--- config.mk ---
export PLATFORM = sky130hd
export DESIGN_NAME = rom_arbiter_flat
export DESIGN_NICKNAME = d
export VERILOG_FILES = /design/src/rtl/rom_arbiter_if.sv /design/src/rtl/rom_arbiter.sv /design/src/flat_wrapper.sv
export SDC_FILE = /design/constraint.sdc
export NUM_CORES = 1
export LEC_CHECK = 0
export CORE_ASPECT_RATIO = 1.4
export CORE_UTILIZATION = 30
export CTS_BUF_LIST = sky130_fd_sc_hd__clkbuf_4 sky130_fd_sc_hd__clkbuf_8
export CTS_CLUSTER_SIZE = 10
export DETAILED_ROUTE_END_ITERATION = 6
export MAX_ROUTING_LAYER = met4
export PLACE_DENSITY = 0.6
export SYNTH_ARGS = -nofsm -noshare
export SYNTH_HDL_FRONTEND = slang
export SYNTH_SLANG_ARGS = --single-unit
--- constraint.sdc ---
create_clock -name clk -period 2.68 [get_ports clk]
set_input_delay 0.402 -clock clk [delete_from_list [all_inputs] [get_ports clk]]
set_output_delay 0.402 -clock clk [all_outputs]
set_load 0.01 [all_outputs]
--- src/rtl/rom_arbiter_if.sv ---
// Bus bundle between two ROM requesters, the arbiter and the combinational ROM.
// The arbiter side uses the slave modport; the requester/ROM side uses master.
interface rom_arbiter_if;
   localparam int unsigned AW = 12;
   localparam int unsigned DW = 8;

   logic          req0;
   logic [AW-1:0] addr0;
   logic          len0;
   logic          gnt0;
   logic          req1;
   logic [AW-1:0] addr1;
   logic          len1;
   logic          gnt1;
   logic [AW-1:0] rom_addr;
   logic [DW-1:0] rom_data;
   logic [DW-1:0] rd_data;
   logic          rd_valid;
   logic          rd_id;
   logic          rd_last;
   logic          busy;

   modport slave (
      input  req0, addr0, len0, req1, addr1, len1, rom_data,
      output gnt0, gnt1, rom_addr, rd_data, rd_valid, rd_id, rd_last, busy
   );

   modport master (
      output req0, addr0, len0, req1, addr1, len1, rom_data,
      input  gnt0, gnt1, rom_addr, rd_data, rd_valid, rd_id, rd_last, busy
   );
endinterface

--- src/rtl/rom_arbiter.sv ---
// Two-requester round-robin arbiter in front of a combinational ROM.
// Delivers one or two consecutive bytes per grant; no queueing while busy.
module rom_arbiter (
   input  logic         clk,
   input  logic         rst,
   rom_arbiter_if.slave bus
);
   localparam int unsigned AW = 12;
   localparam int unsigned DW = 8;

   typedef enum logic [1:0] {IDLE, BEAT0, BEAT1} state_t;

   state_t        state_q, state_d;
   logic [AW-1:0] addr_q, addr_d;
   logic          len_q, len_d;
   logic          id_q, id_d;
   logic          last_id_q, last_id_d;
   logic          gnt0_q, gnt0_d;
   logic          gnt1_q, gnt1_d;
   logic [DW-1:0] rd_data_q, rd_data_d;
   logic          rd_valid_q, rd_valid_d;
   logic          rd_id_q, rd_id_d;
   logic          rd_last_q, rd_last_d;
   logic          busy_q, busy_d;
   logic          win;

   // Next-state and registered-output logic
   always_comb begin
      state_d    = state_q;
      addr_d     = addr_q;
      len_d      = len_q;
      id_d       = id_q;
      last_id_d  = last_id_q;
      gnt0_d     = 1'b0;
      gnt1_d     = 1'b0;
      rd_data_d  = rd_data_q;
      rd_valid_d = 1'b0;
      rd_id_d    = rd_id_q;
      rd_last_d  = rd_last_q;
      busy_d     = 1'b0;
      win        = 1'b0;

      case (state_q)
         IDLE: begin
            if (bus.req0 || bus.req1) begin
               // On contention the requester served least recently wins
               win       = (bus.req0 && bus.req1) ? ~last_id_q : bus.req1;
               id_d      = win;
               last_id_d = win;
               addr_d    = win ? bus.addr1 : bus.addr0;
               len_d     = win ? bus.len1 : bus.len0;
               gnt0_d    = ~win;
               gnt1_d    = win;
               busy_d    = 1'b1;
               state_d   = BEAT0;
            end
         end
         BEAT0: begin
            rd_valid_d = 1'b1;
            rd_data_d  = bus.rom_data;
            rd_id_d    = id_q;
            rd_last_d  = ~len_q;
            if (len_q) begin
               addr_d  = addr_q + AW'(1);
               busy_d  = 1'b1;
               state_d = BEAT1;
            end else begin
               state_d = IDLE;
            end
         end
         BEAT1: begin
            rd_valid_d = 1'b1;
            rd_data_d  = bus.rom_data;
            rd_id_d    = id_q;
            rd_last_d  = 1'b1;
            state_d    = IDLE;
         end
         default: state_d = IDLE;
      endcase
   end

   // State and output registers
   always_ff @(posedge clk) begin
      if (rst) begin
         state_q    <= IDLE;
         addr_q     <= '0;
         len_q      <= 1'b0;
         id_q       <= 1'b0;
         last_id_q  <= 1'b1;
         gnt0_q     <= 1'b0;
         gnt1_q     <= 1'b0;
         rd_data_q  <= '0;
         rd_valid_q <= 1'b0;
         rd_id_q    <= 1'b0;
         rd_last_q  <= 1'b0;
         busy_q     <= 1'b0;
      end else begin
         state_q    <= state_d;
         addr_q     <= addr_d;
         len_q      <= len_d;
         id_q       <= id_d;
         last_id_q  <= last_id_d;
         gnt0_q     <= gnt0_d;
         gnt1_q     <= gnt1_d;
         rd_data_q  <= rd_data_d;
         rd_valid_q <= rd_valid_d;
         rd_id_q    <= rd_id_d;
         rd_last_q  <= rd_last_d;
         busy_q     <= busy_d;
      end
   end

   assign bus.gnt0     = gnt0_q;
   assign bus.gnt1     = gnt1_q;
   assign bus.rom_addr = addr_q;
   assign bus.rd_data  = rd_data_q;
   assign bus.rd_valid = rd_valid_q;
   assign bus.rd_id    = rd_id_q;
   assign bus.rd_last  = rd_last_q;
   assign bus.busy     = busy_q;
endmodule

--- src/flat_wrapper.sv ---
// flat-port wrapper written by rule: the top's interface ports become plain ports
module rom_arbiter_flat 
  (clk, rst, bus_req0, bus_addr0, bus_len0, bus_req1, bus_addr1, bus_len1, bus_rom_data, bus_gnt0, bus_gnt1, bus_rom_addr, bus_rd_data, bus_rd_valid, bus_rd_id, bus_rd_last, bus_busy);
  rom_arbiter_if bus_i ();
  input  logic clk;
  input  logic rst;
  input wire logic [$bits(bus_i.req0)-1:0] bus_req0;
  input wire logic [$bits(bus_i.addr0)-1:0] bus_addr0;
  input wire logic [$bits(bus_i.len0)-1:0] bus_len0;
  input wire logic [$bits(bus_i.req1)-1:0] bus_req1;
  input wire logic [$bits(bus_i.addr1)-1:0] bus_addr1;
  input wire logic [$bits(bus_i.len1)-1:0] bus_len1;
  input wire logic [$bits(bus_i.rom_data)-1:0] bus_rom_data;
  output wire logic [$bits(bus_i.gnt0)-1:0] bus_gnt0;
  output wire logic [$bits(bus_i.gnt1)-1:0] bus_gnt1;
  output wire logic [$bits(bus_i.rom_addr)-1:0] bus_rom_addr;
  output wire logic [$bits(bus_i.rd_data)-1:0] bus_rd_data;
  output wire logic [$bits(bus_i.rd_valid)-1:0] bus_rd_valid;
  output wire logic [$bits(bus_i.rd_id)-1:0] bus_rd_id;
  output wire logic [$bits(bus_i.rd_last)-1:0] bus_rd_last;
  output wire logic [$bits(bus_i.busy)-1:0] bus_busy;
  assign bus_i.req0 = bus_req0;
  assign bus_i.addr0 = bus_addr0;
  assign bus_i.len0 = bus_len0;
  assign bus_i.req1 = bus_req1;
  assign bus_i.addr1 = bus_addr1;
  assign bus_i.len1 = bus_len1;
  assign bus_i.rom_data = bus_rom_data;
  assign bus_gnt0 = bus_i.gnt0;
  assign bus_gnt1 = bus_i.gnt1;
  assign bus_rom_addr = bus_i.rom_addr;
  assign bus_rd_data = bus_i.rd_data;
  assign bus_rd_valid = bus_i.rd_valid;
  assign bus_rd_id = bus_i.rd_id;
  assign bus_rd_last = bus_i.rd_last;
  assign bus_busy = bus_i.busy;
  rom_arbiter u_core (.clk(clk), .rst(rst), .bus(bus_i));
endmodule
==> impl_metrics.py <==
metrics = {
    "routing": {
        "antenna_left": 0,
        "post_drt_via_cell_ratio": 5.04,
        "drt_iter0_drc": 42,
        "dr.pass1.iters": 4,
        "routedWlPerCell_um": 13.3,
        "routed_wl_mm": 3.94,
        "vias": 1492,
        "drc": 0,
    },
    "final_layout": {
        "nNetsFinal": 274,
        "fillers": 489,
        "post-route-util_pct": 47.4,
        "num_antenna_cells": 0,
        "stdcell_count": 296,
        "multi_input_area_um2": 848,
        "drive_gt1_share_pct": 8.19,
        "seqCellArea_um2": 621,
        "syn_to_final_growth_pct": 50.7,
    },
    "min_path": {
        "hp-class": "register to register",
        "min_to": "u_core.id_q",
        "hold_start": "u_core.id_q",
        "worstHoldPathCells": 1,
    },
    "worst_setup_path": {
        "required_ns": 2.84,
        "critical_path.max_stage_delay_ns": 0.42,
        "timing.rr.start": "u_core.state_q[0]",
        "cp-start-kind": "register",
        "crit_chain": "inv_1 > ha_1 > mux2i_1 > a21o_1 > o311ai_0 > a31oi_1",
        "reg2reg_to": "u_core.bus.rom_addr[10]",
        "reg2reg_depth": 6,
        "critPathCaptureType": "register",
        "crit_type": "register to register",
        "r2r_slack_ns": 0.73,
        "cp.buffers_inverters": 1,
        "slowest_stage": "ha_1",
        "cp_data_arrival_time_ns": 2.11,
        "worstPathMaxFanout": 13,
        "cp_top_family": "compound AO/OA/AOI/OAI gates",
    },
    "floorplanning": {
        "dieHeight_um": 86.6,
        "dieArea_um2": 5410,
        "die_x_um": 62.4,
        "boundaryPins": 64,
        "rows": 30,
        "design.core.area_um2": 4880,
        "start_util_pct": 31.4,
    },
    "cts": {
        "post_cts_resized": 0,
        "cts_made_buffers": 5,
        "hold_buffers": 0,
        "cts_max_level": 2,
        "cts_root_buf": "clkbuf_8",
        "clock_sinks": 31,
        "post_cts.repair.setup_buffers": 0,
        "cts_tree": "done",
        "clk_latency_ns": 0.28,
        "clockBufferDepth": 2,
        "path_clk_slew_ns": 0.07,
    },
    "grt": {
        "grt_pass1_vias": 1425,
        "grt_pass1_wl_mm": 6.40,
        "track_usage_pct": 15.8,
        "grt_max_degree": 17,
        "grt-ovfl-total": 0,
        "grt_antenna_before_repair": 0,
    },
    "sta": {
        "fin_crit_sh_pct": 72.9,
        "fin_worst_skew_ns": 0.00438,
        "whs_ns": 0.495,
        "rsz0062_at_grt": "no",
        "fmax_mhz": 512,
        "layout_min_cycle_time_ns": 1.95,
        "finalHoldViolCount": 0,
        "tns_ns": 0,
        "report.final.slew_viol_count": 0,
        "setup-violations-final": 0,
        "relSlewSlack_pct": 63.8,
        "worstMarginPinSlew_ns": 0.541,
    },
    "logic_synthesis": {
        "synth.avg_cell_area_um2": 9.19,
        "synth_ff_type": "dfxtp_1",
        "syn_area_um2": 1530,
        "ys_top_cells_by_area": "dfxtp_1 40%, mux2i_1 12%, mux2_2 4.4%, nor2_1 3.9%, a21oi_1 3.6%",
        "yosysSeqAreaShare_pct": 40.5,
        "ys_types": 38,
        "syn_inst": 167,
        "synthArstFlopShare_pct": 0,
        "synth_largest_area_cell": "dfxtp_1",
        "synth_fp_nets": 209,
        "ys.warnings.count": 0,
        "synth_edf_count": 0,
        "yosysTopAreaCellShare_pct": 40.5,
        "ys_ff_latch": 31,
    },
    "power_and_ir_drop": {
        "ir_worst_vdd_mv": 0.259,
        "p_per_area_nw_per_um2": 534,
        "p_leak_nw": 0.864,
    },
    "place": {
        "routabilityCongestion": 0.793,
        "post-dp-hpwl_mm": 2.87,
        "dpl.cell_count": 289,
        "numPortBuffers": 63,
    },
    "job": {
        "drv_cap": 0,
    },
    "run_status": {
        "outcome": "complete, no violations",
    },
}
-- registers in the layout, summed over array words and instances, names as in the netlist --
name / flops
u_core.bus.rom_addr: 12
u_core.bus.rd_data: 8
u_core.state_q: 2
u_core.bus.busy: 1
u_core.bus.gnt0: 1
u_core.bus.gnt1: 1
u_core.bus.rd_id: 1
u_core.bus.rd_last: 1
u_core.bus.rd_valid: 1
u_core.id_q: 1
u_core.last_id_q: 1
u_core.len_q: 1
-- where the power goes --
group / switching, mW / internal [mW] / leakage [nW]
registers: 0.0378 / 0.503 / 0.255
logic: 0.135 / 0.184 / 0.562
clock network: 0.173 / 0.201 / 0.0470
total: 0.346 / 0.888 / 0.864
-- synthesized netlist by cell type (2+ instances only) --
master,n
and3_1,5
a221o_1,3
mux2i_1,19
ha_1,4
dfxtp_1,31
a21o_1,2
mux2_2,6
nand3_1,5
inv_1,6
o32a_1,2
clkbuf_1,2
o21ai_0,3
nor2_1,16
a31oi_1,6
o311ai_0,3
o22ai_1,4
buf_1,3
or4_1,3
a21oi_1,11
nand2_1,12
or3_1,2
a22oi_1,3
-- cell type report --
class,count,area share [%]
multi-input cells,122,36.7
repair buffers,66,28.2
flip-flops and latches,31,26.8
clock buffers,6,3.57
well taps,64,3.46
inverters,6,0.974
clock inverters,1,0.216
-- worst max-delay path by stage --
stage / endpoint / startpoint / cells after the start / slack [ns]
after detailed placement: u_core.bus.rom_addr[11] / bus_req1 / 6 / 0.57
after floorplan: u_core.bus.rom_addr[10] / u_core.state_q[1] / 8 / 0.99
after CTS: u_core.bus.rom_addr[10] / u_core.state_q[0] / 6 / 0.73
after global placement: u_core.bus.rom_addr[11] / bus_req1 / 6 / 0.61
after global routing: u_core.bus.rom_addr[9] / u_core.state_q[0] / 6 / 0.43
final: u_core.bus.rom_addr[10] / u_core.state_q[0] / 6 / 0.73
-- kinds of logic (layout without fill, tap and decap cells) --
group / after synthesis / count (layout) / synth area share, %
and+or+nand+nor: 50 / 50 / 15.8
AOI/OAI and AO/OA: 43 / 43 / 19.4
DFF: 31 / 31 / 40.5
muxes: 25 / 25 / 16.8
buffers and inverters: 14 / 79 / 4.24
adders and majority gates: 4 / 4 / 3.26
-- through the flow --
| step | worst slack [ns] | area [um^2] | total power, mW |
|---|---|---|---|
| 2_1_floorplan | 0.991 | 1530 | 0.711 |
| 4_1_cts | 0.728 | 2310 | 1.25 |
| 5_1_grt | 0.425 | 2310 | 1.30 |
| 3_3_place_gp | 0.606 | 2220 | 0.871 |
| 6_report | 0.725 | 2310 | 1.23 |
| 3_5_place_dp | 0.567 | 2220 | 0.872 |
-- worst reg2reg max path, delay by kind of cell, from the launching register on --
family	cells	cell delay, ns
compound gates	3	0.78
fa+ha+maj	1	0.42
buf+inv	1	0.10
mux	1	0.22
flops	1	0.31
-- per-layer routing --
metal / global-route usage (%) / wire [um] / vias to the layer above
met5: - / 0 / -
met1: 16.4 / 1670 / 683
li1: - / - / 751
met2: 27.2 / 1940 / 51
met3: 4.21 / 229 / 7
met4: 8.46 / 93 / 0
-- cell usage in the layout, fill, tap and decap left out, drive strengths merged --
master	count
clkdlybuf4s50	63
dfxtp	31
mux2i	19
nor2	17
nand2	12
a21oi	11
inv	6
a31oi	6
mux2	6
clkbuf	6
nand3	5
and3	5
o22ai	4
ha	4
o21ai	4
a221o	3
a22oi	3
o311ai	3
or4	3
buf	3
a21o	2
or3	2
o32a	2
and4	1
nor3b	1
a21boi	1
o32ai	1
a211o	1
nand2b	1
nor3	1
nor2b	1
a31o	1
nand4	1
a32oi	1
clkinv	1
(Power assumes the default switching activity.)
